[src/rtl/pwm_output_stage.sv]
// Output stage: drives 16 chip pins low, high, or with one shared 8-bit PWM waveform.
// Latency: 1 clk from counter or enable change to pin; period = 256*PRESCALE clks.
// Backpressure: none; free-running, inputs are synchronous register-file values.
// Option: define PWM_SHADOW_EN so that duty changes take effect only at a period boundary.
module pwm_output_stage #(
    parameter int PRESCALE = 13
) (
    input  logic        clk,
    input  logic        rst,
    input  logic [7:0]  en_reg_out_7_0,
    input  logic [7:0]  en_reg_out_15_8,
    input  logic [7:0]  en_reg_pwm_7_0,
    input  logic [7:0]  en_reg_pwm_15_8,
    input  logic [7:0]  pwm_duty_cycle,
    output logic [15:0] out,
    output logic        period_start
);

    // Prescaler width; at least one bit so PRESCALE=1 still yields a legal vector.
    localparam int PW = (PRESCALE > 1) ? $clog2(PRESCALE) : 1;
    localparam logic [PW-1:0] PRE_MAX = PW'(PRESCALE - 1);

    logic [PW-1:0] pre_cnt_q;
    logic [PW-1:0] pre_cnt_d;
    logic [7:0]    pwm_cnt_q;
    logic [7:0]    pwm_cnt_d;
    logic [7:0]    duty_q;
    logic [15:0]   out_q;
    logic [15:0]   out_d;
    logic          period_start_q;
    logic          tick;
    logic          wrap;
    logic          pwm_high;
    logic [15:0]   en_out;
    logic [15:0]   en_pwm;

    assign en_out = {en_reg_out_15_8, en_reg_out_7_0};
    assign en_pwm = {en_reg_pwm_15_8, en_reg_pwm_7_0};

    // One tick per PRESCALE clks; the PWM counter advances on ticks only.
    assign tick = (pre_cnt_q == PRE_MAX);
    assign wrap = tick && (pwm_cnt_q == 8'hFF);

    // Counter next-state: prescaler wraps at PRESCALE-1, PWM counter wraps 255 -> 0.
    always_comb begin
        pre_cnt_d = tick ? '0 : (pre_cnt_q + PW'(1));
        pwm_cnt_d = tick ? (pwm_cnt_q + 8'd1) : pwm_cnt_q;
    end

    // Prescaler, PWM counter and period marker registers.
    always_ff @(posedge clk or posedge rst) begin
        if (rst) begin
            pre_cnt_q      <= '0;
            pwm_cnt_q      <= 8'h00;
            period_start_q <= 1'b0;
        end else begin
            pre_cnt_q      <= pre_cnt_d;
            pwm_cnt_q      <= pwm_cnt_d;
            period_start_q <= wrap;
        end
    end

`ifdef PWM_SHADOW_EN
    // Duty shadow: sampled only at the period boundary so each period shows one clean pulse.
    always_ff @(posedge clk or posedge rst) begin
        if (rst) begin
            duty_q <= 8'h00;
        end else if (wrap) begin
            duty_q <= pwm_duty_cycle;
        end
    end
`else
    // Unshadowed duty: a write reaches the compare immediately, possibly mid-pulse.
    assign duty_q = pwm_duty_cycle;
`endif

    // 0xFF is treated as 100% so full duty never shows a one-clk low at cnt 255.
    assign pwm_high = (duty_q == 8'hFF) ? 1'b1 : (pwm_cnt_q < duty_q);

    // Per-pin select: disabled pins are low regardless of the PWM select bit.
    always_comb begin
        out_d = 16'h0000;
        for (int i = 0; i < 16; i++) begin
            out_d[i] = en_out[i] ? (en_pwm[i] ? pwm_high : 1'b1) : 1'b0;
        end
    end

    // Registered pins; reset pulls every output low immediately.
    always_ff @(posedge clk or posedge rst) begin
        if (rst) begin
            out_q <= 16'h0000;
        end else begin
            out_q <= out_d;
        end
    end

    assign out          = out_q;
    assign period_start = period_start_q;

endmodule

[config.mk]
export PLATFORM = sky130hd
export DESIGN_NAME = pwm_output_stage
export DESIGN_NICKNAME = d
export VERILOG_FILES = /design/src/rtl/pwm_output_stage.sv
export SDC_FILE = /design/constraint.sdc
export NUM_CORES = 1
export LEC_CHECK = 0
export CELL_PAD_IN_SITES_DETAIL_PLACEMENT = 0
export CELL_PAD_IN_SITES_GLOBAL_PLACEMENT = 1
export CORE_MARGIN = 8
export CORE_UTILIZATION = 30
export DETAILED_ROUTE_END_ITERATION = 8
export GPL_TIMING_DRIVEN = 0
export HOLD_SLACK_MARGIN = 0.03
export PLACE_DENSITY = 0.87
export SETUP_SLACK_MARGIN = 0.3
export SKIP_LAST_GASP = 1
export SLEW_MARGIN = 20
export SYNTH_ARGS = -nofsm -noshare
export SYNTH_HDL_FRONTEND = slang
export SYNTH_SLANG_ARGS = --single-unit
[constraint.sdc]
create_clock -name clk -period 2.7 [get_ports clk]
set_clock_uncertainty 0.15 [all_clocks]
set_input_delay 0.405 -clock clk [delete_from_list [all_inputs] [get_ports clk]]
set_output_delay 0.405 -clock clk [all_outputs]
set_load 0.01 [all_outputs]
==> impl_metrics.toml, run 1 <==
[critical_path]
startpoint = "pwm_duty_cycle[5]"
cpPeakStageDelay_ns = 0.49
cp_slowest_cell = "clkdlybuf4s50_1"
crit_chain = "clkdlybuf4s50_1, inv_1, ha_1, a41o_2, a21oi_1, o32ai_4, buf_6, a21boi_2"
reg2reg_depth = 6
regToRegStartpoint = "pwm_cnt_q[7]$_DFFE_PP0P_"
path_depth = 8
crit_buf_inv = 3
path_class = "input pin to register"
end_kind = "register"
reg2reg_slack_ns = 0.70
cp-start-kind = "input pin"
r2r_end = "out[2]$_DFF_PP0_"
cp.arrival_ns = 2.28
crit_end = "out[2]$_DFF_PP0_"
cp_max_fo = 10
crit_required_ns = 2.76
cp_top_family = "compound AO/OA/AOI/OAI gates"

[pwr]
power.switching_uw = 208.0
pwr-share-comb_pct = 14.2
power_uw = 920.0
powerDensity_mw_per_mm2 = 437.7
p_seq_share_pct = 48.9
leakage_nw = 0.9416
clkPwrFrac_pct = 36.8
swShare_pct = 22.61
vdd_drop_max_mv = 0.3160
internal_power_uw = 712.0

[drt]
wl_um = 3187
viasPerCell = 4.680
drt_iter0_drc = 23
route.detailed.drc = 0
wl_per_cell_um = 14.36
num_vias = 1039
drt-pass1-iter-count = 4
ant_nets = 0

[yosys]
synth_enable_flop_cells = 0
syn_nets = 156
ys_types = 27
ys.flop_type = "dfrtp_1"
async_flop_share_pct = 100.0
ys_warn_count = 0
syn_inst = 104
synth-seq-area-share_pct = 53.41
syn-cell-area_sq_mm = 0.001359
ys_ff_latch = 29
avgSynthCellArea_sq_um = 13.07

[cts]
cts-hold-fix-buffers = 0
cts_root_buffer = "clkbuf_8"
clk_latency_ns = 0.27
clkTransAtPathRegs_ns = 0.06
cts_max_path_buffers = 2
cts_tree = "yes"
htreeDepth = 2
clock-sinks = 29
postCtsSetupBuffers = 0
cts_buffers = 5

[global_route]
grt_first_pass_wirelength_um = 5264
grt-ovfl-total = 0
grt_pass1_vias = 1168
grt_max_degree = 30
track_usage_pct = 9.308
antenna_found_initial = 0

[finish]
drive_gt1_share_pct = 16.47
n_antenna_cell = 0
mostFrequentLayoutCells = "clkdlybuf4s50_1, dfrtp_1, inv_1, a21boi_2, ha_1"
synthToLayoutAreaGrowth_pct = 54.70
final_common_cell = "clkdlybuf4s50_1"
nets = 221

[sta]
tightest_slew_ns = 0.5806
rsz0062_at_grt = "false"
fin_crit_sh_pct = 82.51
period_needed_ns = 2.228
drv_slew = 0
setup_viol = 0
fin_setup_tns_ns = 0
finalHoldViolCount = 0
fmax_ghz = 0.4489
maxSlewHeadroom_pct = 61.24

[place]
port-buffer-count = 58
gp_congestion = 0.7626
dp_hpwl_um = 2705

[worst_hold_path]
holdCritStartpoint = "pre_cnt_q[3]$_DFF_PP0_"
hold_class = "register to register"

[floorplanning]
start_util_pct = 31.21
coreArea_sq_mm = 0.004354
row_count = 24
io_pins = 59
design.die.area_sq_mm = 0.006939
die_y_um = 83.30
die_x_um = 83.30

[outcome]
outcome = "completed"

[flow_run]
maxCapViolCount = 0
through the flow:
| stage | instances | area, sq um | util, % | hold slack [ns] | worst slack (ns) |
|---|---|---|---|---|---|
| after floorplan | 104 | 1359 | - | 0.2858 | 0.7865 |
| after global routing | 222 | 2102 | 48.28 | 0.3539 | 0.3634 |
| after CTS | 222 | 2091 | 48.02 | 0.3406 | 0.3620 |
| final | 222 | 2102 | 48.28 | 0.3399 | 0.4722 |
| after detailed placement | 214 | 2004 | 46.03 | 0.3327 | 0.04174 |
| after global placement | 214 | 2004 | 46.03 | 0.2986 | 0.08539 |
what timing repair did:
item / 4_1_cts / 5_1_grt
endpoints found under the setup margin: 0 / 10
hold endpoints to repair: 0 / 0
resized for setup: 0 / 1
registers in the layout (all words and copies together) (netlist names):
signal        flops
pwm_cnt_q         8
pre_cnt_q         4
out              16
period_start      1
synthesized netlist by cell type, types with 2 or more instances:
library cell / number / area [sq um]
a21boi_0: 6 / 45.04
a21boi_2: 10 / 112.6
a21oi_1: 2 / 10.01
and3_1: 4 / 25.02
and4_1: 2 / 17.52
dfrtp_1: 29 / 725.7
ha_1: 10 / 125.1
inv_1: 11 / 41.29
nand4_1: 3 / 18.77
nor2_1: 4 / 15.01
xnor2_1: 4 / 35.03
xor2_1: 4 / 35.03
worst min path at each step:
stage,end,slack [ns],depth (start not counted)
after CTS,pre_cnt_q[3]$_DFF_PP0_,0.34,1
final,pre_cnt_q[3]$_DFF_PP0_,0.34,1
after global placement,pre_cnt_q[3]$_DFF_PP0_,0.30,1
after floorplan,pre_cnt_q[3]$_DFF_PP0_,0.29,1
after detailed placement,pre_cnt_q[3]$_DFF_PP0_,0.33,1
after global routing,pre_cnt_q[3]$_DFF_PP0_,0.35,1
per-layer routing:
| metal | share of wire, % | global-route usage (%) |
|---|---|---|
| met1 | 37 | 9.336 |
| met2 | 49 | 14.85 |
| met3 | 12 | 5.859 |
| met4 | 2.0 | 4.313 |
| met5 | 0 | 0 |
area by class of cell:
type,count,area [sq um]
clock inverters,3,17.52
plain buffers,2,16.27
clock buffers,5,68.82
well taps,52,65.06
repair buffers,58,580.6
multi-input cells,62,586.8
fillers,358,2252
flip-flops and latches,29,725.7
inverters,11,41.29
power by group through the flow:
| stage | logic (mW) | registers [mW] | clock network, mW |
|---|---|---|---|
| floorplan | 0.0296 | 0.465 | 0 |
| global placement | 0.128 | 0.458 | 0 |
| detailed placement | 0.132 | 0.458 | 0 |
| CTS | 0.133 | 0.450 | 0.350 |
| global route | 0.143 | 0.451 | 0.370 |
| finish | 0.131 | 0.450 | 0.339 |
logic make-up (layout without fill, tap and decap cells):
kind of cell             Yosys count  count (layout)  share of synthesized area [%]
flip-flops                        29              29                          53.41
adder cells (fa/ha/maj)           10              10                          9.208
buffers and inverters             13              79                          4.235
multiplexers                       1               1                         0.8287
AND/OR/NAND/NOR                   17              17                          8.010
AO/OA/AOI/OAI                     26              26                          19.15
XOR/XNOR                           8               8                          5.156
Power figures use the tool's default switching activity.
==> run 2: changes to the inputs <==
==> constraint.sdc (replaced) <==
create_clock -name clk -period 2.2 [get_ports clk]
set_clock_uncertainty 0.15 [all_clocks]
set_input_delay 0.33 -clock clk [delete_from_list [all_inputs] [get_ports clk]]
set_output_delay 0.33 -clock clk [all_outputs]
set_load 0.01 [all_outputs]
==> run 2 against run 1 <==
Net effect: sequential share of layout area fell by 1.9 points; cell area increased by 6.2%; flip-flop and latch count unchanged; power rose by 23%; sequential power rose by 23%; die area is the same; hold slack got worse by 0.045 ns; count of clock-buffer cells in the layout did not move; global-route usage rose by 0.46 points; worst setup slack got worse by 0.15 ns.
==> impl_metrics.toml, run 2 (synthesis gave the netlist of run 1 again) <==
[critical_path]
crit_required_ns = 2.22
path_class = "register to register"
cp.arrival_ns = 1.90
end_kind = "register"
cp_max_fo = 7
cp-start-kind = "register"

[drt]
viasPerCell = 4.670
drt_iter0_drc = 34
met1Wirelength_um = 1244
wl_um = 3345
ant_nets = 0
drt-pass1-iter-count = 4
route.detailed.drc = 0
routed.top_layer = "met4"
num_vias = 1074
wl_met2_um = 1665
wl_met3_um = 373
wl_per_cell_um = 14.54

[place]
placed_cells_incl_taps = 214
port-buffer-count = 58
gp_congestion = 0.7626
dp_hpwl_um = 2705

[pwr]
vdd_drop_max_mv = 0.3817
internal_power_uw = 875.3
powerDensity_mw_per_mm2 = 507.7
swShare_pct = 22.80
clkPwrFrac_pct = 36.6
pwr-share-comb_pct = 14.7
power_mw = 1.134
power.switching_uw = 258.6
leakage_nw = 0.9873
p_seq_share_pct = 48.7

[floorplanning]
start_util_pct = 31.21
die_x_um = 83.30
row_count = 24
die_y_um = 83.30
design.die.area_sq_mm = 0.006939
coreArea_sq_mm = 0.004354
io_pins = 59

[sta]
setup_viol = 0
fin_crit_sh_pct = 85.52
maxSlewHeadroom_pct = 61.21
fin_setup_tns_ns = 0
rsz0062_at_grt = "true"
fmax_ghz = 0.5315
drv_slew = 0
period_needed_ns = 1.881
tightest_slew_ns = 0.5810
finalHoldViolCount = 0

[global_route]
grt-ovfl-total = 0
grt_max_degree = 30
grt_first_pass_wirelength_um = 5533
track_usage_pct = 9.771
grt_pass1_vias = 1218
antenna_found_initial = 0

[cts]
cts_max_path_buffers = 2
clk_latency_ns = 0.27
cts_buffers = 5
clkTransAtPathRegs_ns = 0.06
htreeDepth = 2
cts_root_buffer = "clkbuf_8"
clock-sinks = 29
cts_tree = "yes"

[finish]
instances_no_fill = 230
final_common_cell = "clkdlybuf4s50_1"
mostFrequentLayoutCells = "clkdlybuf4s50_1, dfrtp_1, a21boi_2"
drive_gt1_share_pct = 27.53
nets = 229
largest_register_ffs = 16
synthToLayoutAreaGrowth_pct = 64.36
n_antenna_cell = 0

[flow_run]
maxCapViolCount = 0

[outcome]
outcome = "completed"

[worst_hold_path]
hold_class = "input pin to async pin"
## run 2: cell types whose count changed in the layout (fill, tap and decap cells not counted), moves of 2 or more
cell	previous run	this run
buf_4	0	7
clkdlybuf4s50_1	58	51
dlygate4sd2_1	0	7
ha_1	10	6
ha_4	0	4
inv_1	10	6
inv_2	1	5
a21boi_0	6	4
dfrtp_1	29	27
dfrtp_2	0	2
## run 2: metrics by stage
step	hold WS, ns	area, sq um	setup WS [ns]	utilization [%]
after floorplan	0.2529	1359	0.3200	-
after global placement	0.2986	2004	-0.3396	46.03
after detailed placement	0.3327	2004	-0.3833	46.03
after CTS	0.3406	2218	0.2852	50.95
after global routing	0.3539	2233	0.2303	51.29
final	0.2953	2233	0.3186	51.29
## run 2: power groups by stage
stage	registers [mW]	clock network (mW)	logic, mW
after global placement	0.562	0	0.157
after CTS	0.552	0.430	0.170
final	0.552	0.415	0.167
after floorplan	0.571	0	0.0363
after detailed placement	0.562	0	0.162
after global routing	0.553	0.458	0.183
## run 2: what timing repair did
action | in CTS | in global routing
pin swaps | 17 | 0
gates cloned | 1 | 0
gates resized for setup | 26 | 2
setup endpoints to repair | 16 | 17
buffers inserted | 6 | 1
hold buffers | 0 | 0
## run 2: path summary, 6_finish.rpt
| kind | end | startpoint | cells after the start | slack [ns] |
|---|---|---|---|---|
| min in group clk | pre_cnt_q[3]$_DFF_PP0_ | pre_cnt_q[3]$_DFF_PP0_ | 1 | 0.34 |
| max in group asynchronous | pwm_cnt_q[6]$_DFFE_PP0P_ | rst | 2 | 1.19 |
| worst max-delay path | out[14]$_DFF_PP0_ | pwm_cnt_q[6]$_DFFE_PP0P_ | 6 | 0.32 |
| worst min-delay path | out[2]$_DFF_PP0_ | rst | 2 | 0.30 |
| worst max register to register | out[14]$_DFF_PP0_ | pwm_cnt_q[6]$_DFFE_PP0P_ | 6 | 0.32 |
| worst min register to register | pre_cnt_q[3]$_DFF_PP0_ | pre_cnt_q[3]$_DFF_PP0_ | 1 | 0.34 |
## run 2: layout make-up
class / count / area (sq um)
plain buffers: 2 / 18.77
clock buffers: 5 / 68.82
clock inverters: 3 / 17.52
fillers: 354 / 2121
inverters: 11 / 41.29
multi-input cells: 62 / 658.1
flip-flops and latches: 29 / 728.2
well taps: 52 / 65.06
repair buffers: 66 / 635.6
## run 2: metal layers
metal,global-route usage [%],vias up
li1,-,510
met1,9.616,506
met2,16.12,50
met3,5.859,8
met4,4.313,0
met5,0,-
## run 2: critical path, cell delays in order (launching register included)
cell and delay, ns:
dfrtp_2 0.43, ha_4 0.26, and4_4 0.23, o21ai_4 0.06, o32ai_4 0.39, buf_4 0.19
a21boi_1 0.05
==> run 3: changes to the inputs <==
--- a/config.mk
+++ b/config.mk
@@ -12,7 +12,8 @@
 export DETAILED_ROUTE_END_ITERATION = 8
 export GPL_TIMING_DRIVEN = 0
 export HOLD_SLACK_MARGIN = 0.03
-export PLACE_DENSITY = 0.87
+export MAX_ROUTING_LAYER = met4
+export PLACE_DENSITY_LB_ADDON = 0.3
 export SETUP_SLACK_MARGIN = 0.3
 export SKIP_LAST_GASP = 1
 export SLEW_MARGIN = 20
==> run 3 against run 2 <==
Net effect: utilization up 0.057 points; cell count increased by 1.3%; global-route usage up 0.62 points; hold slack got worse by 0.0035 ns; count of clock-buffer cells in the layout grew 3; largest cell class unchanged; first-iteration DRC count shrank 65%; register-to-register slack better by 0.05 ns; maximum frequency increased by 2.7%; cell area rose by 0.11%.
==> impl_metrics.toml, run 3 (synthesis gave the netlist of run 1 again) <==
[sta]
fin_crit_sh_pct = 83.28
period_needed_ns = 1.832
whs_ns = 0.2918
finalHoldViolCount = 0
setup_viol = 0
rsz0062_at_grt = "true"
fin_setup_tns_ns = 0
tightest_slew_ns = 0.5908
maxSlewHeadroom_pct = 60.55
drv_slew = 0
fmax_ghz = 0.5458
timing.final.ws_setup_ns = 0.3679

[finish]
n_antenna_cell = 0
largest_register_ffs = 16
nets = 232
drive_gt1_share_pct = 25.97
postLayoutCellArea_sq_mm = 0.002236
synthToLayoutAreaGrowth_pct = 64.55
instances_no_fill = 233
mostFrequentLayoutCells = "clkdlybuf4s50_1, dfrtp_1, a21boi_2"
final_util_pct = 51.35
final_common_cell = "clkdlybuf4s50_1"

[critical_path]
cp.arrival_ns = 1.85
r2r_end = "period_start$_DFF_PP0_"
cp_max_fo = 8
reg2reg_depth = 7
cp_slowest_cell = "dfrtp_1"
crit_chain = "inv_1, ha_1, and3_1, buf_2, and4_1, and3_1, and3_1"
crit_buf_inv = 2
reg2reg_slack_ns = 0.37
crit_required_ns = 2.22
regToRegStartpoint = "pre_cnt_q[1]$_DFF_PP0_"
cp-start-kind = "register"
path_common_cell = "and3_1"
path_class = "register to register"
cp_top_family = "simple AND/OR/NAND/NOR gates"
end_kind = "register"
cpPeakStageDelay_ns = 0.37

[cts]
clk_latency_ns = 0.28
cts_buffers = 5
cts_tree = "yes"
cts_max_path_buffers = 2
cts-hold-fix-buffers = 0
clkTransAtPathRegs_ns = 0.06
clock-sinks = 29
htreeDepth = 2
cts_root_buffer = "clkbuf_8"

[pwr]
pwr-share-comb_pct = 14.6
leakage_nw = 0.9990
p_seq_share_pct = 49.0
powerDensity_mw_per_mm2 = 504.8
power_mw = 1.129
swShare_pct = 21.91
vdd_drop_max_mv = 0.3600
clkPwrFrac_pct = 36.4
power.switching_uw = 247.3
internal_power_uw = 881.5

[drt]
viasPerCell = 4.567
wl_um = 3343
wl_met3_um = 296
met1Wirelength_um = 1522
route.detailed.drc = 0
wl_per_cell_um = 14.35
wl_met2_um = 1461
ant_nets = 0
num_vias = 1064
routed.top_layer = "met4"
drt_iter0_drc = 12
drt-pass1-iter-count = 3

[place]
gp_congestion = 0.7172
dp_hpwl_um = 2518
place_area_sq_mm = 0.002004
placed_cells_incl_taps = 214
dp_slack_ns = -0.4358
port-buffer-count = 58

[outcome]
outcome = "completed"

[floorplanning]
coreArea_sq_mm = 0.004354
row_count = 24
start_util_pct = 31.21
design.die.area_sq_mm = 0.006939
die_x_um = 83.30
die_y_um = 83.30
io_pins = 59

[worst_hold_path]
hold_class = "input pin to async pin"

[global_route]
track_usage_pct = 10.39
grt_pass1_vias = 1252
grt_max_degree = 30
antenna_found_initial = 0
grt-ovfl-total = 0
grt_first_pass_wirelength_um = 5658

[flow_run]
maxCapViolCount = 0
==> run 3: layout make-up <==
cell class,instances,area (sq um)
Buffer,2,16.27
Clock buffer,8,80.08
Fill cell,381,2118
Inverter,11,41.29
Multi-Input combinational cell,62,641.9
Sequential cell,29,729.5
Tap cell,52,65.06
Timing Repair Buffer,69,661.9
==> run 3: timing repair <==
action                                 CTS  global route
buffers inserted                         4             6
setup endpoints to repair               16            16
endpoints found under the hold margin    0             0
gates resized for setup                 25             1
gates cloned                             1             0
pin swaps                                4             2
==> run 3: worst max path at each step <==
stage / start / to / slack [ns] / cells after the start
floorplan: pwm_cnt_q[5]$_DFFE_PP0P_ / out[0]$_DFF_PP0_ / 0.32 / 6
global placement: pwm_duty_cycle[7] / out[1]$_DFF_PP0_ / -0.38 / 8
detailed placement: pwm_duty_cycle[7] / out[1]$_DFF_PP0_ / -0.44 / 8
global route: pwm_cnt_q[7]$_DFFE_PP0P_ / out[11]$_DFF_PP0_ / 0.29 / 6
finish: pre_cnt_q[1]$_DFF_PP0_ / period_start$_DFF_PP0_ / 0.37 / 7
CTS: pwm_cnt_q[6]$_DFFE_PP0P_ / out[3]$_DFF_PP0_ / 0.31 / 6
==> run 3: power by group through the flow <==
stage               Sequential, mW  Clock, mW  Combinational, mW
CTS                          0.553      0.425              0.167
finish                       0.553      0.411              0.165
detailed placement           0.563          0              0.162
floorplan                    0.571          0             0.0363
global placement             0.562          0              0.160
global route                 0.554      0.448              0.180
==> run 3: metal layers <==
metal | vias up | global-route usage, %
met4 | 0 | 4.792
met2 | 51 | 14.64
met5 | - | -
li1 | 516 | -
met3 | 6 | 5.176
met1 | 491 | 12.03
